<file path="src/rtl/lane_level_sequencer_if.sv">
// Connects the level sequencer to the frog/collision logic and to the lane registers.
// The frog/collision side drives the event pulses; the sequencer drives level, strobe and status.
interface lane_level_sequencer_if #(
    parameter int DATAWIDTH_NIVEL = 2,
    parameter int LIVES_WIDTH     = 2
);
    logic                       LVLSEQ_START_IN;
    logic                       LVLSEQ_GOAL_IN;
    logic                       LVLSEQ_COLLISION_IN;
    logic [DATAWIDTH_NIVEL-1:0] LVLSEQ_NVL_OUT;
    logic                       LVLSEQ_CN_OUT;
    logic [LIVES_WIDTH-1:0]     LVLSEQ_LIVES_OUT;
    logic                       LVLSEQ_WIN_OUT;
    logic                       LVLSEQ_GAMEOVER_OUT;
    logic [2:0]                 LVLSEQ_STATE_OUT;

    modport master (
        output LVLSEQ_START_IN, LVLSEQ_GOAL_IN, LVLSEQ_COLLISION_IN,
        input  LVLSEQ_NVL_OUT, LVLSEQ_CN_OUT, LVLSEQ_LIVES_OUT,
               LVLSEQ_WIN_OUT, LVLSEQ_GAMEOVER_OUT, LVLSEQ_STATE_OUT
    );

    modport slave (
        input  LVLSEQ_START_IN, LVLSEQ_GOAL_IN, LVLSEQ_COLLISION_IN,
        output LVLSEQ_NVL_OUT, LVLSEQ_CN_OUT, LVLSEQ_LIVES_OUT,
               LVLSEQ_WIN_OUT, LVLSEQ_GAMEOVER_OUT, LVLSEQ_STATE_OUT
    );
endinterface

</file>
<file path="src/rtl/lane_level_sequencer.sv">
// Game-level controller: sequences start, level-up, life loss, win and game-over,
// and drives the shared level code plus level-change strobe to the lane registers.
module lane_level_sequencer #(
    parameter int DATAWIDTH_NIVEL = 2,
    parameter int MAX_LEVEL       = 3,
    parameter int NUM_LIVES       = 3,
    parameter int LIVES_WIDTH     = 2,
    parameter int HOLD_CYCLES     = 8,
    parameter int HOLD_WIDTH      = 4
) (
    input  logic                  LVLSEQ_CLOCK,
    input  logic                  LVLSEQ_RESET,
    lane_level_sequencer_if.slave bus
);

    typedef enum logic [2:0] {
        ST_IDLE = 3'd0,
        ST_LOAD = 3'd1,
        ST_RUN  = 3'd2,
        ST_HOLD = 3'd3,
        ST_WIN  = 3'd4,
        ST_OVER = 3'd5
    } state_t;

    localparam logic [DATAWIDTH_NIVEL-1:0] LEVEL_FIRST = DATAWIDTH_NIVEL'(1);
    localparam logic [DATAWIDTH_NIVEL-1:0] LEVEL_LAST  = DATAWIDTH_NIVEL'(MAX_LEVEL);
    localparam logic [LIVES_WIDTH-1:0]     LIVES_FULL  = LIVES_WIDTH'(NUM_LIVES);
    localparam logic [LIVES_WIDTH-1:0]     LIVES_ONE   = LIVES_WIDTH'(1);
    localparam logic [HOLD_WIDTH-1:0]      HOLD_LAST   = HOLD_WIDTH'(HOLD_CYCLES - 1);

    state_t                     state_reg, state_next;
    logic [DATAWIDTH_NIVEL-1:0] level_reg, level_next;
    logic [LIVES_WIDTH-1:0]     lives_reg, lives_next;
    logic [HOLD_WIDTH-1:0]      hold_reg, hold_next;
    logic [DATAWIDTH_NIVEL-1:0] nvl_reg, nvl_next;
    logic                       cn_reg, cn_next;
    logic                       win_reg, win_next;
    logic                       over_reg, over_next;

    always_ff @(posedge LVLSEQ_CLOCK) begin
        if (LVLSEQ_RESET) begin
            state_reg <= ST_IDLE;
            level_reg <= LEVEL_FIRST;
            lives_reg <= '0;
            hold_reg  <= '0;
            nvl_reg   <= '0;
            cn_reg    <= 1'b0;
            win_reg   <= 1'b0;
            over_reg  <= 1'b0;
        end else begin
            state_reg <= state_next;
            level_reg <= level_next;
            lives_reg <= lives_next;
            hold_reg  <= hold_next;
            nvl_reg   <= nvl_next;
            cn_reg    <= cn_next;
            win_reg   <= win_next;
            over_reg  <= over_next;
        end
    end

    always_comb begin
        state_next = state_reg;
        level_next = level_reg;
        lives_next = lives_reg;
        hold_next  = hold_reg;

        case (state_reg)
            ST_IDLE, ST_WIN, ST_OVER: begin
                if (bus.LVLSEQ_START_IN) begin
                    state_next = ST_LOAD;
                    level_next = LEVEL_FIRST;
                    lives_next = LIVES_FULL;
                end
            end
            ST_LOAD: state_next = ST_RUN;
            ST_RUN: begin
                // Collision takes priority over a simultaneous goal
                if (bus.LVLSEQ_COLLISION_IN) begin
                    if (lives_reg > LIVES_ONE) begin
                        state_next = ST_HOLD;
                        lives_next = lives_reg - LIVES_ONE;
                        hold_next  = '0;
                    end else begin
                        state_next = ST_OVER;
                        lives_next = '0;
                    end
                end else if (bus.LVLSEQ_GOAL_IN) begin
                    if (level_reg < LEVEL_LAST) begin
                        state_next = ST_HOLD;
                        level_next = level_reg + LEVEL_FIRST;
                        hold_next  = '0;
                    end else begin
                        state_next = ST_WIN;
                    end
                end
            end
            ST_HOLD: begin
                if (hold_reg == HOLD_LAST) begin
                    state_next = ST_LOAD;
                    hold_next  = '0;
                end else begin
                    hold_next = hold_reg + HOLD_WIDTH'(1);
                end
            end
            default: begin
                state_next = ST_IDLE;
                hold_next  = '0;
            end
        endcase

        // Outputs are registered from the next-state view so they line up with STATE_OUT
        nvl_next  = (state_next == ST_LOAD || state_next == ST_RUN) ? level_next : '0;
        cn_next   = (state_next == ST_LOAD);
        win_next  = (state_next == ST_WIN);
        over_next = (state_next == ST_OVER);
    end

    assign bus.LVLSEQ_NVL_OUT      = nvl_reg;
    assign bus.LVLSEQ_CN_OUT       = cn_reg;
    assign bus.LVLSEQ_LIVES_OUT    = lives_reg;
    assign bus.LVLSEQ_WIN_OUT      = win_reg;
    assign bus.LVLSEQ_GAMEOVER_OUT = over_reg;
    assign bus.LVLSEQ_STATE_OUT    = state_reg;

endmodule

</file>
<file path="src/flat_wrapper.sv">
// flat-port wrapper written by rule: the top's interface ports become plain ports
module lane_level_sequencer_flat 
#(
    parameter int DATAWIDTH_NIVEL = 2,
    parameter int MAX_LEVEL       = 3,
    parameter int NUM_LIVES       = 3,
    parameter int LIVES_WIDTH     = 2,
    parameter int HOLD_CYCLES     = 8,
    parameter int HOLD_WIDTH      = 4
)
  (LVLSEQ_CLOCK, LVLSEQ_RESET, bus_LVLSEQ_START_IN, bus_LVLSEQ_GOAL_IN, bus_LVLSEQ_COLLISION_IN, bus_LVLSEQ_NVL_OUT, bus_LVLSEQ_CN_OUT, bus_LVLSEQ_LIVES_OUT, bus_LVLSEQ_WIN_OUT, bus_LVLSEQ_GAMEOVER_OUT, bus_LVLSEQ_STATE_OUT);
  lane_level_sequencer_if #(.DATAWIDTH_NIVEL(DATAWIDTH_NIVEL), .LIVES_WIDTH(LIVES_WIDTH)) bus_i ();
  input  logic LVLSEQ_CLOCK;
  input  logic LVLSEQ_RESET;
  input wire logic [$bits(bus_i.LVLSEQ_START_IN)-1:0] bus_LVLSEQ_START_IN;
  input wire logic [$bits(bus_i.LVLSEQ_GOAL_IN)-1:0] bus_LVLSEQ_GOAL_IN;
  input wire logic [$bits(bus_i.LVLSEQ_COLLISION_IN)-1:0] bus_LVLSEQ_COLLISION_IN;
  output wire logic [$bits(bus_i.LVLSEQ_NVL_OUT)-1:0] bus_LVLSEQ_NVL_OUT;
  output wire logic [$bits(bus_i.LVLSEQ_CN_OUT)-1:0] bus_LVLSEQ_CN_OUT;
  output wire logic [$bits(bus_i.LVLSEQ_LIVES_OUT)-1:0] bus_LVLSEQ_LIVES_OUT;
  output wire logic [$bits(bus_i.LVLSEQ_WIN_OUT)-1:0] bus_LVLSEQ_WIN_OUT;
  output wire logic [$bits(bus_i.LVLSEQ_GAMEOVER_OUT)-1:0] bus_LVLSEQ_GAMEOVER_OUT;
  output wire logic [$bits(bus_i.LVLSEQ_STATE_OUT)-1:0] bus_LVLSEQ_STATE_OUT;
  assign bus_i.LVLSEQ_START_IN = bus_LVLSEQ_START_IN;
  assign bus_i.LVLSEQ_GOAL_IN = bus_LVLSEQ_GOAL_IN;
  assign bus_i.LVLSEQ_COLLISION_IN = bus_LVLSEQ_COLLISION_IN;
  assign bus_LVLSEQ_NVL_OUT = bus_i.LVLSEQ_NVL_OUT;
  assign bus_LVLSEQ_CN_OUT = bus_i.LVLSEQ_CN_OUT;
  assign bus_LVLSEQ_LIVES_OUT = bus_i.LVLSEQ_LIVES_OUT;
  assign bus_LVLSEQ_WIN_OUT = bus_i.LVLSEQ_WIN_OUT;
  assign bus_LVLSEQ_GAMEOVER_OUT = bus_i.LVLSEQ_GAMEOVER_OUT;
  assign bus_LVLSEQ_STATE_OUT = bus_i.LVLSEQ_STATE_OUT;
  lane_level_sequencer #(.DATAWIDTH_NIVEL(DATAWIDTH_NIVEL), .MAX_LEVEL(MAX_LEVEL), .NUM_LIVES(NUM_LIVES), .LIVES_WIDTH(LIVES_WIDTH), .HOLD_CYCLES(HOLD_CYCLES), .HOLD_WIDTH(HOLD_WIDTH)) u_core (.LVLSEQ_CLOCK(LVLSEQ_CLOCK), .LVLSEQ_RESET(LVLSEQ_RESET), .bus(bus_i));
endmodule
</file>
<file path="config.mk">
export PLATFORM = sky130hd
export DESIGN_NAME = lane_level_sequencer_flat
export DESIGN_NICKNAME = d
export VERILOG_FILES = /design/src/rtl/lane_level_sequencer_if.sv /design/src/rtl/lane_level_sequencer.sv /design/src/flat_wrapper.sv
export SDC_FILE = /design/constraint.sdc
export NUM_CORES = 1
export LEC_CHECK = 0
export BUFFER_PORTS_ARGS = -buffer_cell sky130_fd_sc_hd__buf_2
export CORE_MARGIN = 2
export CORE_UTILIZATION = 52
export CTS_CLUSTER_SIZE = 8
export DETAILED_ROUTE_END_ITERATION = 7
export PLACE_DENSITY_LB_ADDON = 0.2
export RECOVER_POWER = 25
export SLEW_MARGIN = 20
export SYNTH_ARGS = -nofsm -noshare
export SYNTH_HDL_FRONTEND = slang
export SYNTH_SLANG_ARGS = --single-unit
</file>
<file path="constraint.sdc">
create_clock -name LVLSEQ_CLOCK -period 2.2 [get_ports LVLSEQ_CLOCK]
set_input_delay 0.22 -clock LVLSEQ_CLOCK [delete_from_list [all_inputs] [get_ports LVLSEQ_CLOCK]]
set_output_delay 0.22 -clock LVLSEQ_CLOCK [all_outputs]
set_load 0.02 [all_outputs]
</file>
==> results.md <==
- The overall die width is 43.1 microns.
- The clock period minus worst slack is between 1500 and 2000 ps.
- The power per cell area is roughly 700 nW/um^2.
- The number of nets produced by synthesis is 94.
- The final RePlAce weighted congestion is approximately 0.8.
- The mean routed wirelength per cell is ~13 microns.
- Adding up every negative setup slack in the final design gives 0 ps.
- The critical path goes through or3b_4 -> nor3b_2 -> mux2i_1 -> nand2_1 -> or2_2.
- Counting flops with an async set or reset pin after synthesis yields a share of 0%.
- After clock tree synthesis, the clock-pin slew on the worst setup and hold paths is approximately 90 ps.
- The iteration-0 DRC count of the detailed router is 15.
- Setup violations remaining at the end of the flow were counted as 0.
- Counting flops with a built-in enable in the synthesized netlist gives 0.
- Synthesis handed over a netlist of 88 instances.
- The first global-routing pass estimated about 2700 microns of wire.
- The via count is roughly 680.
- The die area is 1860 sq um.
- The most common cell in the synthesized netlist is sky130_fd_sc_hd__dfxtp_1.
- The number of slew-limit violations in the final report is 0.
- The total inserted antenna cells is 0.
- The setup clock skew after layout is ~1.1 ps.
- After filler insertion, the fill cell instance count of the layout stands at roughly 150.
- TritonCTS built the clock tree.
- Net switching is 28.2% of the power.
- The total congestion overflow after global routing is 0.
- The average via count per standard cell is around 5.7.
- The number of port buffers is 14.
- STA puts the critical path data required time at approximately 2400 ps.
- The vertical die dimension is ~43 microns.
- The number of buffers added to fix hold violations after cts is 0.
- Combinational cells account for about 19% of the total power.
- sky130_fd_sc_hd__dfxtp_1 takes more of the synthesized area than any other cell.
- In this run the clock root is driven by a sky130_fd_sc_hd__clkbuf_4.
- IR analysis of the VDD net gives a maximum drop of approximately 400 uV.
- The clock power share is a little under a third.
- In the synthesized netlist the dominant register cell turns out to be sky130_fd_sc_hd__dfxtp_1.
- The run finished with clean final reports.
- For this run, the detailed router's first-pass iteration total came to 4.
- In this run the number of H-tree levels came out at 1.
- At the worst endpoint, the arrival time is around 1900 ps.
- The sequential power share is about half.
- The share of the clock period used by the worst path after layout is 77.8%.
- In the post-synthesis netlist, the biggest area contributors are sky130_fd_sc_hd__dfxtp_1 40%, sky130_fd_sc_hd__nor2_1 4.2%, sky130_fd_sc_hd__nor2b_1 3.9%.
- For this run, the top clock speed supported by timing is 584 MHz.
- The post-synth design cell area is around 800 sq um.
- The worst slew margin relative to its limit is about 70%.
- The number of antenna violations at the first check in global routing was 0.
- The area growth from synthesis to layout is 13.5%.
- The min-delay analysis places its worst path in the category in2reg.
- After detailed routing, the number of remaining DRC violations is 0.
- The area used by multi-input combinational logic is around 450 sq um.
- Ranked by instance count, the synthesized netlist is headed by 16 x sky130_fd_sc_hd__dfxtp_1, 9 x sky130_fd_sc_hd__nor2_1, 7 x sky130_fd_sc_hd__nand2_1, 6 x sky130_fd_sc_hd__a21oi_1, 5 x sky130_fd_sc_hd__nor2b_1.
- The endpoint kind of the worst setup timing path is a flop.
- In this run, synthesis produced a sequential element count of 16.
- Each instance of the synthesized netlist takes up on average about 9.0 sq um.
- In this run, CTS created clock tree buffers numbering 3.
- The via count of the first global-routing pass is approximately 610.
- The site row count is 14.
- The Yosys step of the flow raised 0 warnings.
- Entering global routing, the biggest net connects 14 pins.
- The leakage component of the power is about 0.36 nW.
- The number of endpoints with negative hold slack in the final report is 0.
- After clock tree synthesis, the repair step resized 0 gates.
- The net count of the finished layout is 111.
- Once the clock tree was built, the setup fixing pass inserted 0 buffers.
- In the final layout, the share of cells above drive strength 1 is about a fifth.
- The number of unique standard cell types used by synthesis is 33.
- The overall track demand over capacity in global routing is 19.5%.
- On the worst path, the slowest cell contributes a delay of about 440 ps.
- The maximum clock path buffer count is 2.
- The sequential cell area fraction in the yosys report is between 40 and 50%.
- The number of routed nets with antenna violations is 0.
- The insertion delay of the later-clocked pin in the worst-skew pair is roughly 290 ps.
- Setup repair after global routing left no endpoint under its margin.
- Of the post-synthesis cell area, the dominant cell type holds 40.3%.
- Across the run, the number of max-cap violations was 0.
- The slowest stage of the critical path is the sky130_fd_sc_hd__or3b_4 cell.
- The half-perimeter wire length of the detailed placement result is ~1200 microns.
- Summed over all nets, the switching power comes to 177 uW.
- The completed layout was analyzed and its total power is 630 uW.
- The type of origin of the critical path is a flop.
- In this run the count of I/O pins placed on the die edge is 15.
- Clock tree synthesis found a total of 16 sinks.
- The total wire length is ~1600 microns.
- The register with the most flip-flops in the layout has 4 of them.
- In the final layout, flip-flops and latches occupy around 320 sq um.
- The maximum fanout count along the critical path is 9.
- The category of the most critical setup path is reg2reg.
- The internal portion of the total power is between 400 and 500 uW.
- The core area is around 1500 sq um.
- The slew at the pin with the worst max-slew slack is about 430 ps.
- The initial cell density of the core is between 50 and 60%.
[critical path: cells and delay by family, from the launching register on]
| family | cells | cell delay, ps |
|---|---|---|
| flip-flops | 1 | 400 |
| multiplexers | 1 | 210 |
| AND/OR/NAND/NOR | 4 | 990 |
[per-layer routing]
layer | part of all wire, % | global-route usage [%] | wire, microns | up-vias
met5 | 0 | 0 | 0 | -
met4 | 1.3 | 9.09 | 21 | 0
met3 | 4.2 | 4.26 | 67 | 2
met2 | 49 | 31.0 | 780 | 13
met1 | 46 | 24.8 | 727 | 324
li1 | - | - | - | 343
[layout make-up]
cell class | instances | share of cell area, %
Timing Repair Buffer | 15 | 7.76
Inverter | 2 | 0.831
Clock buffer | 4 | 4.02
Tap cell | 16 | 2.22
Multi-Input combinational cell | 67 | 49.7
Sequential cell | 16 | 35.5
[power by group through the flow]
| stage | Combinational (mW) | Clock [mW] | Sequential [mW] |
|---|---|---|---|
| 2_1_floorplan | 0.0725 | 0 | 0.337 |
| 3_3_place_gp | 0.118 | 0 | 0.322 |
| 3_5_place_dp | 0.119 | 0 | 0.323 |
| 4_1_cts | 0.119 | 0.202 | 0.316 |
| 5_1_grt | 0.128 | 0.217 | 0.319 |
| 6_report | 0.116 | 0.197 | 0.317 |
[worst paths after layout]
| path | start | endpoint | slack (ps) | depth (start not counted) |
|---|---|---|---|---|
| setup / recovery | u_core.bus.LVLSEQ_STATE_OUT[0] | u_core.level_reg[0] | 490 | 5 |
| hold / removal | LVLSEQ_RESET | u_core.hold_reg[0] | 250 | 2 |
| setup reg to reg | u_core.bus.LVLSEQ_STATE_OUT[0] | u_core.level_reg[0] | 490 | 5 |
| hold reg to reg | u_core.bus.LVLSEQ_LIVES_OUT[1] | u_core.bus.LVLSEQ_LIVES_OUT[1] | 500 | 2 |
[cell usage in the layout (no fill, tap or decap), types with 2 or more instances in the layout]
cell / n
sky130_fd_sc_hd__clkbuf_4: 3
sky130_fd_sc_hd__nor2b_1: 5
sky130_fd_sc_hd__nand3b_1: 3
sky130_fd_sc_hd__buf_2: 8
sky130_fd_sc_hd__mux2i_1: 3
sky130_fd_sc_hd__inv_1: 2
sky130_fd_sc_hd__or2_2: 3
sky130_fd_sc_hd__o21ai_0: 2
sky130_fd_sc_hd__nand2_1: 7
sky130_fd_sc_hd__and2_1: 2
sky130_fd_sc_hd__a21oi_1: 6
sky130_fd_sc_hd__dfxtp_1: 16
sky130_fd_sc_hd__clkbuf_1: 6
sky130_fd_sc_hd__nand2b_1: 4
sky130_fd_sc_hd__nor3b_1: 3
sky130_fd_sc_hd__nor2_1: 9
sky130_fd_sc_hd__a22oi_1: 3
[metrics by stage]
step	hold WS [ps]	setup WS, ps	utilization [%]	instance area (sq um)	std cells
6_report	253	488	61.4	903	120
4_1_cts	253	489	61.9	911	120
3_3_place_gp	484	522	59.4	875	116
3_5_place_dp	491	511	59.4	875	116
5_1_grt	258	292	61.4	903	120
2_1_floorplan	342	462	-	796	88
[cells by family (layout without fill, tap and decap cells)]
family,after synthesis,after routing,synth area share (%)
multiplexers,3,3,3.77
XOR/XNOR,1,1,1.10
AND/OR/NAND/NOR,42,42,31.8
flip-flops,16,16,40.3
AO/OA/AOI/OAI,20,20,18.2
adder cells (fa/ha/maj),1,1,1.57
buffers and inverters,5,21,3.30
(Power assumes the default switching activity.)
